### src/rtl/cu_pkg.sv
// Shared types and constants for the multi-cycle control unit: opcodes,
// FSM states, write-back source encodings and the registered control bundle.
package cu_pkg;

   localparam int ADDR_W  = 8;
   localparam int INSTR_W = 16;
   localparam int REG_W   = 4;
   localparam int ALU_W   = 4;

   localparam logic [3:0] OP_NOP  = 4'h0;
   localparam logic [3:0] OP_LD   = 4'h1;
   localparam logic [3:0] OP_ST   = 4'h2;
   localparam logic [3:0] OP_LDI  = 4'h3;
   localparam logic [3:0] OP_JMP  = 4'h4;
   localparam logic [3:0] OP_JZ   = 4'h5;
   localparam logic [3:0] OP_HALT = 4'h6;
   localparam logic [3:0] OP_RSVD = 4'h7;

   localparam logic [1:0] DP_SEL_ALU = 2'b00;
   localparam logic [1:0] DP_SEL_MEM = 2'b01;
   localparam logic [1:0] DP_SEL_IMM = 2'b10;

   typedef enum logic [2:0] {
      ST_IDLE, ST_FETCH, ST_DECODE, ST_EXEC, ST_MEM, ST_WB
   } state_t;

   typedef enum logic [3:0] {
      CLS_NOP, CLS_LD, CLS_ST, CLS_LDI, CLS_JMP, CLS_JZ, CLS_HALT, CLS_RSVD, CLS_ALU
   } op_class_t;

   typedef struct packed {
      logic              mb_sel;
      logic [ADDR_W-1:0] mb_pc_addr;
      logic [ADDR_W-1:0] mb_cu_addr;
      logic              mb_mem_read;
      logic              mb_mem_write;
      logic [ADDR_W-1:0] dp_imm;
      logic [1:0]        dp_sel;
      logic [REG_W-1:0]  dp_write_addr;
      logic [REG_W-1:0]  dp_a_addr;
      logic [REG_W-1:0]  dp_b_addr;
      logic              dp_write;
      logic              dp_a_read;
      logic              dp_b_read;
      logic [ALU_W-1:0]  dp_alu_sel;
   } ctrl_t;

endpackage

### src/rtl/cu_decoder.sv
// Combinational instruction decoder: splits an instruction word into its
// operation class, register indices, 8-bit immediate and ALU function.
module cu_decoder
   import cu_pkg::*;
(
   input  logic [INSTR_W-1:0] ir,
   output op_class_t          op_class,
   output logic [REG_W-1:0]   rd,
   output logic [REG_W-1:0]   ra,
   output logic [REG_W-1:0]   rb,
   output logic [ADDR_W-1:0]  imm8,
   output logic [ALU_W-1:0]   alu_sel
);

   always_comb begin
      op_class = CLS_ALU;
      case (ir[15:12])
         OP_NOP:  op_class = CLS_NOP;
         OP_LD:   op_class = CLS_LD;
         OP_ST:   op_class = CLS_ST;
         OP_LDI:  op_class = CLS_LDI;
         OP_JMP:  op_class = CLS_JMP;
         OP_JZ:   op_class = CLS_JZ;
         OP_HALT: op_class = CLS_HALT;
         OP_RSVD: op_class = CLS_RSVD;
         default: op_class = CLS_ALU;
      endcase
   end

   assign rd      = ir[11:8];
   assign ra      = ir[7:4];
   assign rb      = ir[3:0];
   assign imm8    = ir[7:0];
   assign alu_sel = {1'b0, ir[14:12]};

endmodule

### src/rtl/cpu_control_unit.sv
// Multi-cycle FSM sequencing fetch/decode/execute for the 16-bit RISC core.
// Define CU_ILLEGAL_TRAP_EN to trap opcode 7 (halt + illegal) instead of NOP.
module cpu_control_unit
   import cu_pkg::*;
(
   input  logic               CLK100MHZ,
   input  logic               RESET,
   input  logic               start,
   input  logic [INSTR_W-1:0] mb_data_out,
   input  logic               dp_zf_flag,
   output logic               mb_sel,
   output logic [ADDR_W-1:0]  mb_pc_addr,
   output logic [ADDR_W-1:0]  mb_cu_addr,
   output logic               mb_mem_read,
   output logic               mb_mem_write,
   output logic [ADDR_W-1:0]  dp_imm,
   output logic [1:0]         dp_sel,
   output logic [REG_W-1:0]   dp_write_addr,
   output logic [REG_W-1:0]   dp_a_addr,
   output logic [REG_W-1:0]   dp_b_addr,
   output logic               dp_write,
   output logic               dp_a_read,
   output logic               dp_b_read,
   output logic [ALU_W-1:0]   dp_alu_sel,
   output logic               halted,
   output logic               illegal,
   output logic [ADDR_W-1:0]  pc
);

   state_t              state_q, state_d;
   logic [ADDR_W-1:0]   pc_q, pc_d;
   logic [INSTR_W-1:0]  ir_q, ir_d;
   logic                z_q, z_d;
   logic                halted_q, halted_d;
   logic                illegal_q, illegal_d;
   ctrl_t               ctrl_q, ctrl_d;

   op_class_t           op_class;
   logic [REG_W-1:0]    rd, ra, rb;
   logic [ADDR_W-1:0]   imm8;
   logic [ALU_W-1:0]    alu_sel;

   // Decode the word about to sit in IR so EXEC strobes can be registered
   // on the same edge that captures the instruction.
   assign ir_d = (state_q == ST_DECODE) ? mb_data_out : ir_q;

   cu_decoder u_decoder (
      .ir       (ir_d),
      .op_class (op_class),
      .rd       (rd),
      .ra       (ra),
      .rb       (rb),
      .imm8     (imm8),
      .alu_sel  (alu_sel)
   );

   always_comb begin
      state_d   = state_q;
      pc_d      = pc_q;
      z_d       = z_q;
      halted_d  = halted_q;
      illegal_d = illegal_q;
      case (state_q)
         ST_IDLE: begin
            if (start) begin
               state_d   = ST_FETCH;
               halted_d  = 1'b0;
               illegal_d = 1'b0;
            end
         end
         ST_FETCH:  state_d = ST_DECODE;
         ST_DECODE: begin
            pc_d    = pc_q + 8'd1;
            state_d = ST_EXEC;
         end
         ST_EXEC: begin
            case (op_class)
               CLS_ALU, CLS_LD, CLS_LDI: state_d = ST_WB;
               CLS_ST:  state_d = ST_MEM;
               CLS_JMP: begin
                  pc_d    = imm8;
                  state_d = ST_FETCH;
               end
               CLS_JZ: begin
                  if (z_q) pc_d = imm8;
                  state_d = ST_FETCH;
               end
               CLS_HALT: begin
                  state_d  = ST_IDLE;
                  halted_d = 1'b1;
               end
`ifdef CU_ILLEGAL_TRAP_EN
               CLS_RSVD: begin
                  state_d   = ST_IDLE;
                  halted_d  = 1'b1;
                  illegal_d = 1'b1;
               end
`else
               CLS_RSVD: state_d = ST_FETCH;
`endif
               default: state_d = ST_FETCH;
            endcase
         end
         ST_MEM: state_d = ST_FETCH;
         ST_WB: begin
            if (op_class == CLS_ALU) z_d = dp_zf_flag;
            state_d = ST_FETCH;
         end
         default: state_d = ST_IDLE;
      endcase
   end

   // Strobes are a function of the state being entered, so they are flops.
   always_comb begin
      ctrl_d = '0;
      case (state_d)
         ST_FETCH: begin
            ctrl_d.mb_pc_addr  = pc_d;
            ctrl_d.mb_mem_read = 1'b1;
         end
         ST_EXEC: begin
            case (op_class)
               CLS_ALU: begin
                  ctrl_d.dp_a_read  = 1'b1;
                  ctrl_d.dp_b_read  = 1'b1;
                  ctrl_d.dp_a_addr  = ra;
                  ctrl_d.dp_b_addr  = rb;
                  ctrl_d.dp_alu_sel = alu_sel;
               end
               CLS_LD: begin
                  ctrl_d.mb_sel      = 1'b1;
                  ctrl_d.mb_cu_addr  = imm8;
                  ctrl_d.mb_mem_read = 1'b1;
               end
               CLS_ST: begin
                  ctrl_d.dp_a_read = 1'b1;
                  ctrl_d.dp_a_addr = rd;
               end
               default: ;
            endcase
         end
         ST_MEM: begin
            ctrl_d.mb_sel       = 1'b1;
            ctrl_d.mb_cu_addr   = imm8;
            ctrl_d.mb_mem_write = 1'b1;
            ctrl_d.dp_a_read    = 1'b1;
            ctrl_d.dp_a_addr    = rd;
         end
         ST_WB: begin
            ctrl_d.dp_write      = 1'b1;
            ctrl_d.dp_write_addr = rd;
            case (op_class)
               CLS_ALU: begin
                  ctrl_d.dp_sel     = DP_SEL_ALU;
                  ctrl_d.dp_a_read  = 1'b1;
                  ctrl_d.dp_b_read  = 1'b1;
                  ctrl_d.dp_a_addr  = ra;
                  ctrl_d.dp_b_addr  = rb;
                  ctrl_d.dp_alu_sel = alu_sel;
               end
               CLS_LD:  ctrl_d.dp_sel = DP_SEL_MEM;
               CLS_LDI: begin
                  ctrl_d.dp_sel = DP_SEL_IMM;
                  ctrl_d.dp_imm = imm8;
               end
               default: ;
            endcase
         end
         default: ;
      endcase
   end

   always_ff @(posedge CLK100MHZ) begin
      if (RESET) begin
         state_q   <= ST_IDLE;
         pc_q      <= '0;
         ir_q      <= '0;
         z_q       <= 1'b0;
         halted_q  <= 1'b0;
         illegal_q <= 1'b0;
         ctrl_q    <= '0;
      end else begin
         state_q   <= state_d;
         pc_q      <= pc_d;
         ir_q      <= ir_d;
         z_q       <= z_d;
         halted_q  <= halted_d;
         illegal_q <= illegal_d;
         ctrl_q    <= ctrl_d;
      end
   end

   assign mb_sel        = ctrl_q.mb_sel;
   assign mb_pc_addr    = ctrl_q.mb_pc_addr;
   assign mb_cu_addr    = ctrl_q.mb_cu_addr;
   assign mb_mem_read   = ctrl_q.mb_mem_read;
   assign mb_mem_write  = ctrl_q.mb_mem_write;
   assign dp_imm        = ctrl_q.dp_imm;
   assign dp_sel        = ctrl_q.dp_sel;
   assign dp_write_addr = ctrl_q.dp_write_addr;
   assign dp_a_addr     = ctrl_q.dp_a_addr;
   assign dp_b_addr     = ctrl_q.dp_b_addr;
   assign dp_write      = ctrl_q.dp_write;
   assign dp_a_read     = ctrl_q.dp_a_read;
   assign dp_b_read     = ctrl_q.dp_b_read;
   assign dp_alu_sel    = ctrl_q.dp_alu_sel;
   assign halted        = halted_q;
   assign illegal       = illegal_q;
   assign pc            = pc_q;

endmodule

### config.mk
export PLATFORM = sky130hd
export DESIGN_NAME = cpu_control_unit
export DESIGN_NICKNAME = d
export VERILOG_FILES = /design/src/rtl/cu_pkg.sv /design/src/rtl/cu_decoder.sv /design/src/rtl/cpu_control_unit.sv
export SDC_FILE = /design/constraint.sdc
export NUM_CORES = 1
export LEC_CHECK = 0
export CORE_UTILIZATION = 45
export CTS_BUF_LIST = sky130_fd_sc_hd__clkbuf_16
export DETAILED_ROUTE_END_ITERATION = 7
export MAX_ROUTING_LAYER = met4
export PLACE_DENSITY_LB_ADDON = 0.12
export SYNTH_ARGS = -nofsm -noshare
export SYNTH_HDL_FRONTEND = slang
export SYNTH_SLANG_ARGS = --single-unit
### constraint.sdc
create_clock -name CLK100MHZ -period 4.65 [get_ports CLK100MHZ]
set_input_delay 0.6975 -clock CLK100MHZ [delete_from_list [all_inputs] [get_ports CLK100MHZ]]
set_output_delay 0.6975 -clock CLK100MHZ [all_outputs]
set_load 0.05 [all_outputs]
==> results of run 1 <==
==> worst max-delay path by stage <==
| stage | startpoint | endpoint |
|---|---|---|
| global route | state_q[0]$_SDFF_PP0_ | pc[3]$_SDFF_PP0_ |
| global placement | start | dp_imm[7]$_SDFF_PP0_ |
| floorplan | start | dp_imm[4]$_SDFF_PP0_ |
| detailed placement | start | dp_imm[7]$_SDFF_PP0_ |
| finish | state_q[0]$_SDFF_PP0_ | pc[1]$_SDFF_PP0_ |
| CTS | state_q[0]$_SDFF_PP0_ | pc[1]$_SDFF_PP0_ |
==> kinds of logic after synthesis <==
kind of cell,after synthesis,share of synthesized area
mux,19,0.0670
buf+inv,29,0.0444
other cells,1,0.00130
compound gates,49,0.121
flops,76,0.529
fa+ha+maj,1,0.00435
xor+xnor,1,0.00305
simple gates,123,0.230
==> report_power, final <==
group / switching, uW / internal (uW)
Clock: 262 / 413
Sequential: 34.0 / 676
Combinational: 140 / 90.7
==> worst max-delay path: stages (launching register included) <==
cell,delay [ns]
dfxtp_1,0.61
nor3b_4,0.28
buf_4,0.34
mux2i_1,0.66
o21ai_0,0.26
a31o_2,0.30
nor2b_1,0.12
==> cells in the mapped netlist (4+ instances only) <==
cell | instances | area, sq um
nand4_1 | 4 | 25.0
mux2i_1 | 17 | 170
clkbuf_1 | 10 | 37.5
nand2_1 | 5 | 18.8
nor2_1 | 63 | 236
nand2b_1 | 4 | 25.0
dfxtp_1 | 76 | 1520
or3b_2 | 4 | 35.0
a211o_1 | 4 | 35.0
a31oi_1 | 4 | 25.0
a21oi_1 | 14 | 70.1
buf_4 | 4 | 30.0
nor2b_1 | 8 | 50.1
nand3_1 | 7 | 35.0
nor3b_1 | 4 | 30.0
inv_1 | 9 | 33.8
o32ai_1 | 4 | 35.0
o21ai_0 | 5 | 25.0
==> routing by layer <==
metal	wire length, um	vias up
li1	-	1174
met1	3320	1139
met2	3110	71
met3	410	7
met4	57	0
met5	0	-
==> state kept, by name, indices dropped and copies added (netlist names), 2 cells and up <==
signal         count
dp_b_addr          4
state_q            3
mb_pc_addr         8
pc                 8
mb_cu_addr         8
dp_write_addr      4
dp_sel             2
dp_alu_sel         3
ir_q              16
dp_a_addr          4
dp_imm             8
==> through the flow <==
step / total power [uW] / instances
after floorplan: 884 / 300
after global placement: 952 / 432
after detailed placement: 954 / 432
after CTS: 1630 / 448
after global routing: 1680 / 448
final: 1620 / 448
==> final cells by class <==
cell class                 count  area, sq um  share of cell area
multi-input combinational    195         1230               0.312
sequential                    76         1520               0.386
inverter                       9         33.8             0.00857
clock buffer                   9          225              0.0572
clock inverter                 7         70.1              0.0178
tap                           75         93.8              0.0238
timing repair buffer          77          766               0.194
==> flow_summary.yaml, run 1 <==
outcome:
  outcome: "finished clean"
critical_path:
  crit_type: "reg -> reg"
  r2r-start: "state_q[0]$_SDFF_PP0_"
  r2r-end: "pc[1]$_SDFF_PP0_"
  worstPathMaxFanout: 24
  reg2reg_depth: 6
  crit_path_start_kind: "flop"
  end_kind: "flop"
  r2r_slack_ns: 1.95
  crit_arrival_ns: 2.90
  cp.required_ns: 4.85
logic_synthesis:
  synth-edff-count: 0
  ys.flop_type: "dfxtp_1"
  yosys_warnings: 0
  async_flop_share: 0
  yosysSeqAreaShare: 0.529
  synthesis.area_sq_um: 2880
  yosysUniqueCellTypes: 51
  synth_seq_cells: 76
  syn_area_per_cell_sq_um: 9.62
  synth_cells: 299
global_route:
  grt_max_degree: 39
  gr-max-usage-layer: "met2"
  track_usage: 0.235
  use_met3: 0.0633
  grt_overflow: 0
  antenna_found_initial: 0
  gr-usage-met2: 0.338
  grt_pass1_wl_um: 11100
  use_met1: 0.320
  grt_pass1_vias: 2213
timing:
  relSlewSlack: 0.378
  finalSetupViolCount: 0
  tightest_slew_ns: 0.932
  slew_violations: 0
  fin_crit_sh: 0.581
  hold_viol_final: 0
  timing.fmax_ghz: 0.370
  finalCriticalPeriod_ns: 2.70
  hold_slack_ns: 0.465
  rsz0062_at_grt: "no"
  setup_ws_ns: 1.95
  setup-tns-final_ns: 0
  clock_skew_ns: 0.00767
cells_and_area:
  fin_nets: 389
  syn_to_final_growth_pct: 37.0
  most-common-layout-cells: "76 x dfxtp_1, 75 x clkdlybuf4s50_1, 63 x nor2_1"
  fillers: 515
  drive_above_1_share: 0.0831
  design_area_sq_um: 3940
  layout_commonest_cell: "dfxtp_1"
  fin_util: 0.654
  antenna_cells: 0
route:
  initialDrtViolationCount: 141
  wl_per_cell_um: 15.4
  drc: 0
  ant_nets: 0
  drt-total-wl_um: 6900
  via_count: 2391
  vias_per_cell: 5.34
  dr.pass1.iters: 6
min_path:
  hold_depth: 2
  hold_path.class: "reg -> reg"
  holdPathEnd: "halted$_SDFFE_PP0P_"
  min_from: "halted$_SDFFE_PP0P_"
die:
  core_area_sq_um: 6030
  start_util: 0.477
  die-area_sq_um: 6710
  ios: 78
  die_h_um: 81.9
  chipWidth_um: 81.9
  row_count: 28
clock_tree:
  clk_root_buffer_cell: "clkbuf_16"
  path_clk_slew_ns: 0.06
  clock_tree.buffer_depth: 2
  h-tree-depth: 3
  cts_resized: 0
  clock_latency_ns: 0.33
  cts.sinks: 76
  holdBufCountCts: 0
  cts_tree: "yes"
  cts_inserted_buffers: 9
  post_cts_buffers: 0
placement:
  dpl_cell_area_sq_um: 3640
  port_buffers: 75
  hpwl_um: 4850
  dp_slack_ns: 1.90
  place_congestion: 0.841
power:
  power_per_cell_area_nw_per_um2: 410
  ir_drop_mv: 0.364
  leakage_uw: 0.00146
job:
  drv_cap: 0
No activity file was read; power rests on OpenSTA's default activity.
==> run 2: changes to the inputs <==
Clock period 4.65 ns to 2.8 ns, I/O delays scaled along.
==> flow_summary.yaml, run 2 (synthesized netlist as in run 1, its figures left out) <==
cells_and_area:
  drive_above_1_share: 0.103
  most-common-layout-cells: "76 x dfxtp_1, 75 x clkdlybuf4s50_1, 63 x nor2_1"
  largest_reg_flops: 16
  syn_to_final_growth_pct: 39.5
  antenna_cells: 0
  fin_nets: 396
  regMostFlops: "ir_q"
  fin_cells: 454
  layout_commonest_cell: "dfxtp_1"
critical_path:
  endpoint: "dp_imm[5]$_SDFF_PP0_"
  crit_path_start_kind: "flop"
  crit_cells: 5
  r2r-start: "state_q[1]$_SDFF_PP0_"
  setup.worst_path.start: "state_q[1]$_SDFF_PP0_"
  crit_path_max_incr_delay_ns: 0.65
  path_cells: "nor3b_4, buf_4, mux2i_1, or4b_1, nor2_1"
  crit_arrival_ns: 2.61
  cp.required_ns: 3.06
  r2r_slack_ns: 0.45
  crit_type: "reg -> reg"
  worstPathMaxFanout: 11
  cp_slowest_cell: "or4b_1"
  reg2reg_depth: 5
  path_delay_family: "simple AND/OR/NAND/NOR gates"
  r2r-end: "dp_imm[5]$_SDFF_PP0_"
  critical_path_buf_inv_count: 1
  end_kind: "flop"
route:
  ant_nets: 0
  drt-total-wl_um: 7110
  wl_per_cell_um: 15.7
  dr.pass1.iters: 4
  vias_per_cell: 5.30
  drc: 0
  via_count: 2408
  initialDrtViolationCount: 180
die:
  ios: 78
  die_h_um: 81.9
  die-area_sq_um: 6710
  core_area_sq_um: 6030
  row_count: 28
  chipWidth_um: 81.9
  start_util: 0.477
global_route:
  grt_max_degree: 38
  grt_overflow: 0
  antenna_found_initial: 0
  grt_pass1_vias: 2204
  track_usage: 0.234
  grt_pass1_wl_um: 11100
clock_tree:
  cts_inserted_buffers: 9
  clock_latency_ns: 0.33
  path_clk_slew_ns: 0.06
  cts_tree: "yes"
  clock_tree.buffer_depth: 2
  clk_root_buffer_cell: "clkbuf_16"
  cts_resized: 0
  h-tree-depth: 3
  post_cts_buffers: 0
  holdBufCountCts: 0
  cts.sinks: 76
job:
  drv_cap: 0
timing:
  clock_skew_ns: 0.00562
  finalCriticalPeriod_ns: 2.35
  rsz0062_at_grt: "no"
  setup_ws_ns: 0.454
  fin_crit_sh: 0.838
  hold_viol_final: 0
  relSlewSlack: 0.546
  timing.fmax_ghz: 0.426
  setup-tns-final_ns: 0
  slew_violations: 0
  hold_slack_ns: 0.467
  tightest_slew_ns: 0.679
  finalSetupViolCount: 0
min_path:
  hold_path.class: "reg -> reg"
  min_from: "halted$_SDFFE_PP0P_"
placement:
  dp.cells: 439
  port_buffers: 75
  hpwl_um: 5040
  dp_slack_ns: 0.374
  place_congestion: 0.872
power:
  leakage_uw: 0.00150
  power_uw: 2800
  power_per_cell_area_nw_per_um2: 698
  ir_drop_mv: 0.585
outcome:
  outcome: "finished clean"
==> run 2: cell types whose count changed in the layout (fill, tap and decap cells not counted) <==
cell	previous run	this run
buf_4	2	9
bufinv_16	1	2
clkinv_2	0	1
clkinv_4	2	0
inv_1	11	9
inv_6	0	1
==> run 2: worst min path at each step <==
stage                                to  slack [ns]  cells past startpoint
finish              halted$_SDFFE_PP0P_        0.47                      2
global placement    halted$_SDFFE_PP0P_        0.45                      2
CTS                 halted$_SDFFE_PP0P_        0.47                      2
detailed placement  halted$_SDFFE_PP0P_        0.46                      2
global route        halted$_SDFFE_PP0P_        0.48                      2
floorplan              pc[0]$_SDFF_PP0_        0.47                      2
==> run 2: final cells by class <==
cell class	instances	area (sq um)
Inverter	9	33.8
Clock buffer	9	225
Multi-Input combinational cell	195	1230
Sequential cell	76	1520
Fill cell	509	2010
Timing Repair Buffer	84	818
Tap cell	75	93.8
Clock inverter	6	88.8
==> run 2: tightest hold or removal path: cells and delay by family (launching register included) <==
kind,cells,cell delay (ns)
AOI/OAI and AO/OA,2,0.11
DFF,1,0.31
==> run 2: per-layer routing <==
metal | GRT usage | up-vias | wire, um
met4 | 0.0737 | 0 | 95
met2 | 0.343 | 85 | 3250
met3 | 0.0800 | 6 | 495
li1 | - | 1182 | -
met1 | 0.302 | 1135 | 3270
met5 | - | - | 0
==> run 2: power by group <==
group / leakage (uW) / switching, uW / internal, uW
clock: 0.000148 / 427 / 775
sequential: 0.000614 / 48.7 / 1120
combinational: 0.000736 / 252 / 172
total: 0.00150 / 728 / 2070
==> run 2: through the flow <==
stage / instance area, sq um / utilization
after floorplan: 2880 / -
after global placement: 3700 / 0.614
after detailed placement: 3700 / 0.614
after CTS: 4010 / 0.666
after global routing: 4010 / 0.666
final: 4010 / 0.666
==> run 3: changes to the inputs <==
Clock period 2.8 ns to 2.3 ns, I/O delays scaled along.
==> flow_summary.yaml, run 3 (synthesized netlist as in run 1, its figures left out) <==
outcome:
  outcome: "finished clean"
power:
  leakage_uw: 0.00156
  ir_drop_mv: 0.650
  power_per_cell_area_nw_per_um2: 894
  power_uw: 3690
cells_and_area:
  fin_util: 0.684
  largest_reg_flops: 16
  fin_cells: 462
  regMostFlops: "ir_q"
  syn_to_final_growth_pct: 43.3
  antenna_cells: 0
  drive_above_1_share: 0.124
  fin_nets: 404
  fillers: 494
  most-common-layout-cells: "75 x dfxtp_1, 75 x clkdlybuf4s50_1, 63 x nor2_1"
timing:
  relSlewSlack: 0.642
  finalCriticalPeriod_ns: 2.14
  tightest_slew_ns: 0.536
  setup-tns-final_ns: 0
  rsz0062_at_grt: "no"
  fin_crit_sh: 0.928
  timing.fmax_ghz: 0.468
  clock_skew_ns: 0.00626
  hold_viol_final: 0
  finalSetupViolCount: 0
  slew_violations: 0
  hold_slack_ns: 0.470
global_route:
  antenna_found_initial: 0
  grt_pass1_wl_um: 11600
  track_usage: 0.245
  grt_overflow: 0
  grt_pass1_vias: 2341
  grt_max_degree: 38
critical_path:
  r2r-end: "dp_imm[6]$_SDFF_PP0_"
  r2r-start: "state_q[1]$_SDFF_PP0_"
  crit_path_max_incr_delay_ns: 0.66
  path_delay_family: "simple AND/OR/NAND/NOR gates"
  r2r_slack_ns: 0.16
  critical_path_buf_inv_count: 1
  crit_path_start_kind: "flop"
  cp.required_ns: 2.56
  path_cells: "buf_4, nand3b_4, o21bai_4, a211o_1, or4b_1, nor2_1"
  crit_arrival_ns: 2.39
  end_kind: "flop"
  worstPathMaxFanout: 9
  cp_slowest_cell: "or4b_1"
  crit_type: "reg -> reg"
  reg2reg_depth: 6
clock_tree:
  clock_tree.buffer_depth: 2
  cts_inserted_buffers: 9
  post_cts_buffers: 0
  clk_root_buffer_cell: "clkbuf_16"
  path_clk_slew_ns: 0.06
  cts.sinks: 76
  h-tree-depth: 3
  cts_tree: "yes"
  clock_latency_ns: 0.33
die:
  row_count: 28
  core_area_sq_um: 6030
  chipWidth_um: 81.9
  die_h_um: 81.9
  die-area_sq_um: 6710
  start_util: 0.477
  ios: 78
job:
  drv_cap: 0
placement:
  port_buffers: 75
  place_congestion: 0.875
  dp.cells: 447
  hpwl_um: 5220
route:
  initialDrtViolationCount: 179
  ant_nets: 0
  via_count: 2462
  drc: 0
  drt-total-wl_um: 7490
  vias_per_cell: 5.33
  wl_per_cell_um: 16.2
  dr.pass1.iters: 4
min_path:
  holdPathEnd: "halted$_SDFFE_PP0P_"
  min_from: "halted$_SDFFE_PP0P_"
  hold_path.class: "reg -> reg"
  hold_depth: 2
-- run 3: cell count changes in the layout (fill, tap and decap cells not counted), sizes merged --
cell | before | now
clkinvlp | 2 | 0
clkinv | 1 | 2
bufinv | 2 | 4
inv | 10 | 9
buf | 9 | 17
-- run 3: how the worst max path moves through the flow --
stage	startpoint	endpoint	slack [ns]	cells past startpoint
2_1_floorplan	state_q[1]$_SDFF_PP0_	pc[4]$_SDFF_PP0_	0.30	7
3_3_place_gp	start	dp_imm[0]$_SDFF_PP0_	0.06	6
3_5_place_dp	start	dp_imm[6]$_SDFF_PP0_	0.04	6
4_1_cts	state_q[0]$_SDFF_PP0_	dp_imm[6]$_SDFF_PP0_	0.07	5
5_1_grt	state_q[1]$_SDFF_PP0_	mb_pc_addr[3]$_SDFF_PP0_	0.06	6
6_report	state_q[1]$_SDFF_PP0_	dp_imm[6]$_SDFF_PP0_	0.16	6
-- run 3: cell type report --
class,instances,area (sq um),share of cell area
Clock buffer,9,225,0.0546
Inverter,9,33.8,0.00820
Clock inverter,6,138,0.0334
Timing Repair Buffer,92,878,0.213
Sequential cell,76,1520,0.369
Tap cell,75,93.8,0.0228
Multi-Input combinational cell,195,1230,0.298
-- run 3: tightest hold or removal path, cell delays in order (launching register included) --
cell,delay (ns)
dfxtp_1,0.31
o31ai_1,0.06
a21oi_1,0.06
-- run 3: metrics by stage --
step	cell area (sq um)	worst slack (ns)
detailed placement	3760	0.0388
floorplan	2880	0.303
global placement	3760	0.0647
global route	4120	0.0608
finish	4120	0.165
CTS	4120	0.0747
-- run 3: power by group --
part	total (uW)	switching (uW)	leakage, uW	internal [uW]
sequential	1420	54.2	0.000614	1370
combinational	550	317	0.000773	233
clock	1710	547	0.000176	1170
-- run 3: per-layer routing --
layer  vias up  track usage  wire length [um]
li1       1201            -                 -
met1      1174        0.311              3430
met2        78        0.366              3530
met3         9       0.0578               396
met4         0        0.111               136
met5         -            -                 0
-- run 3: timing repair --
action | in CTS | in global routing
resized for setup | 0 | 1
setup endpoints to repair | 0 | 4
hold buffers | 0 | 0
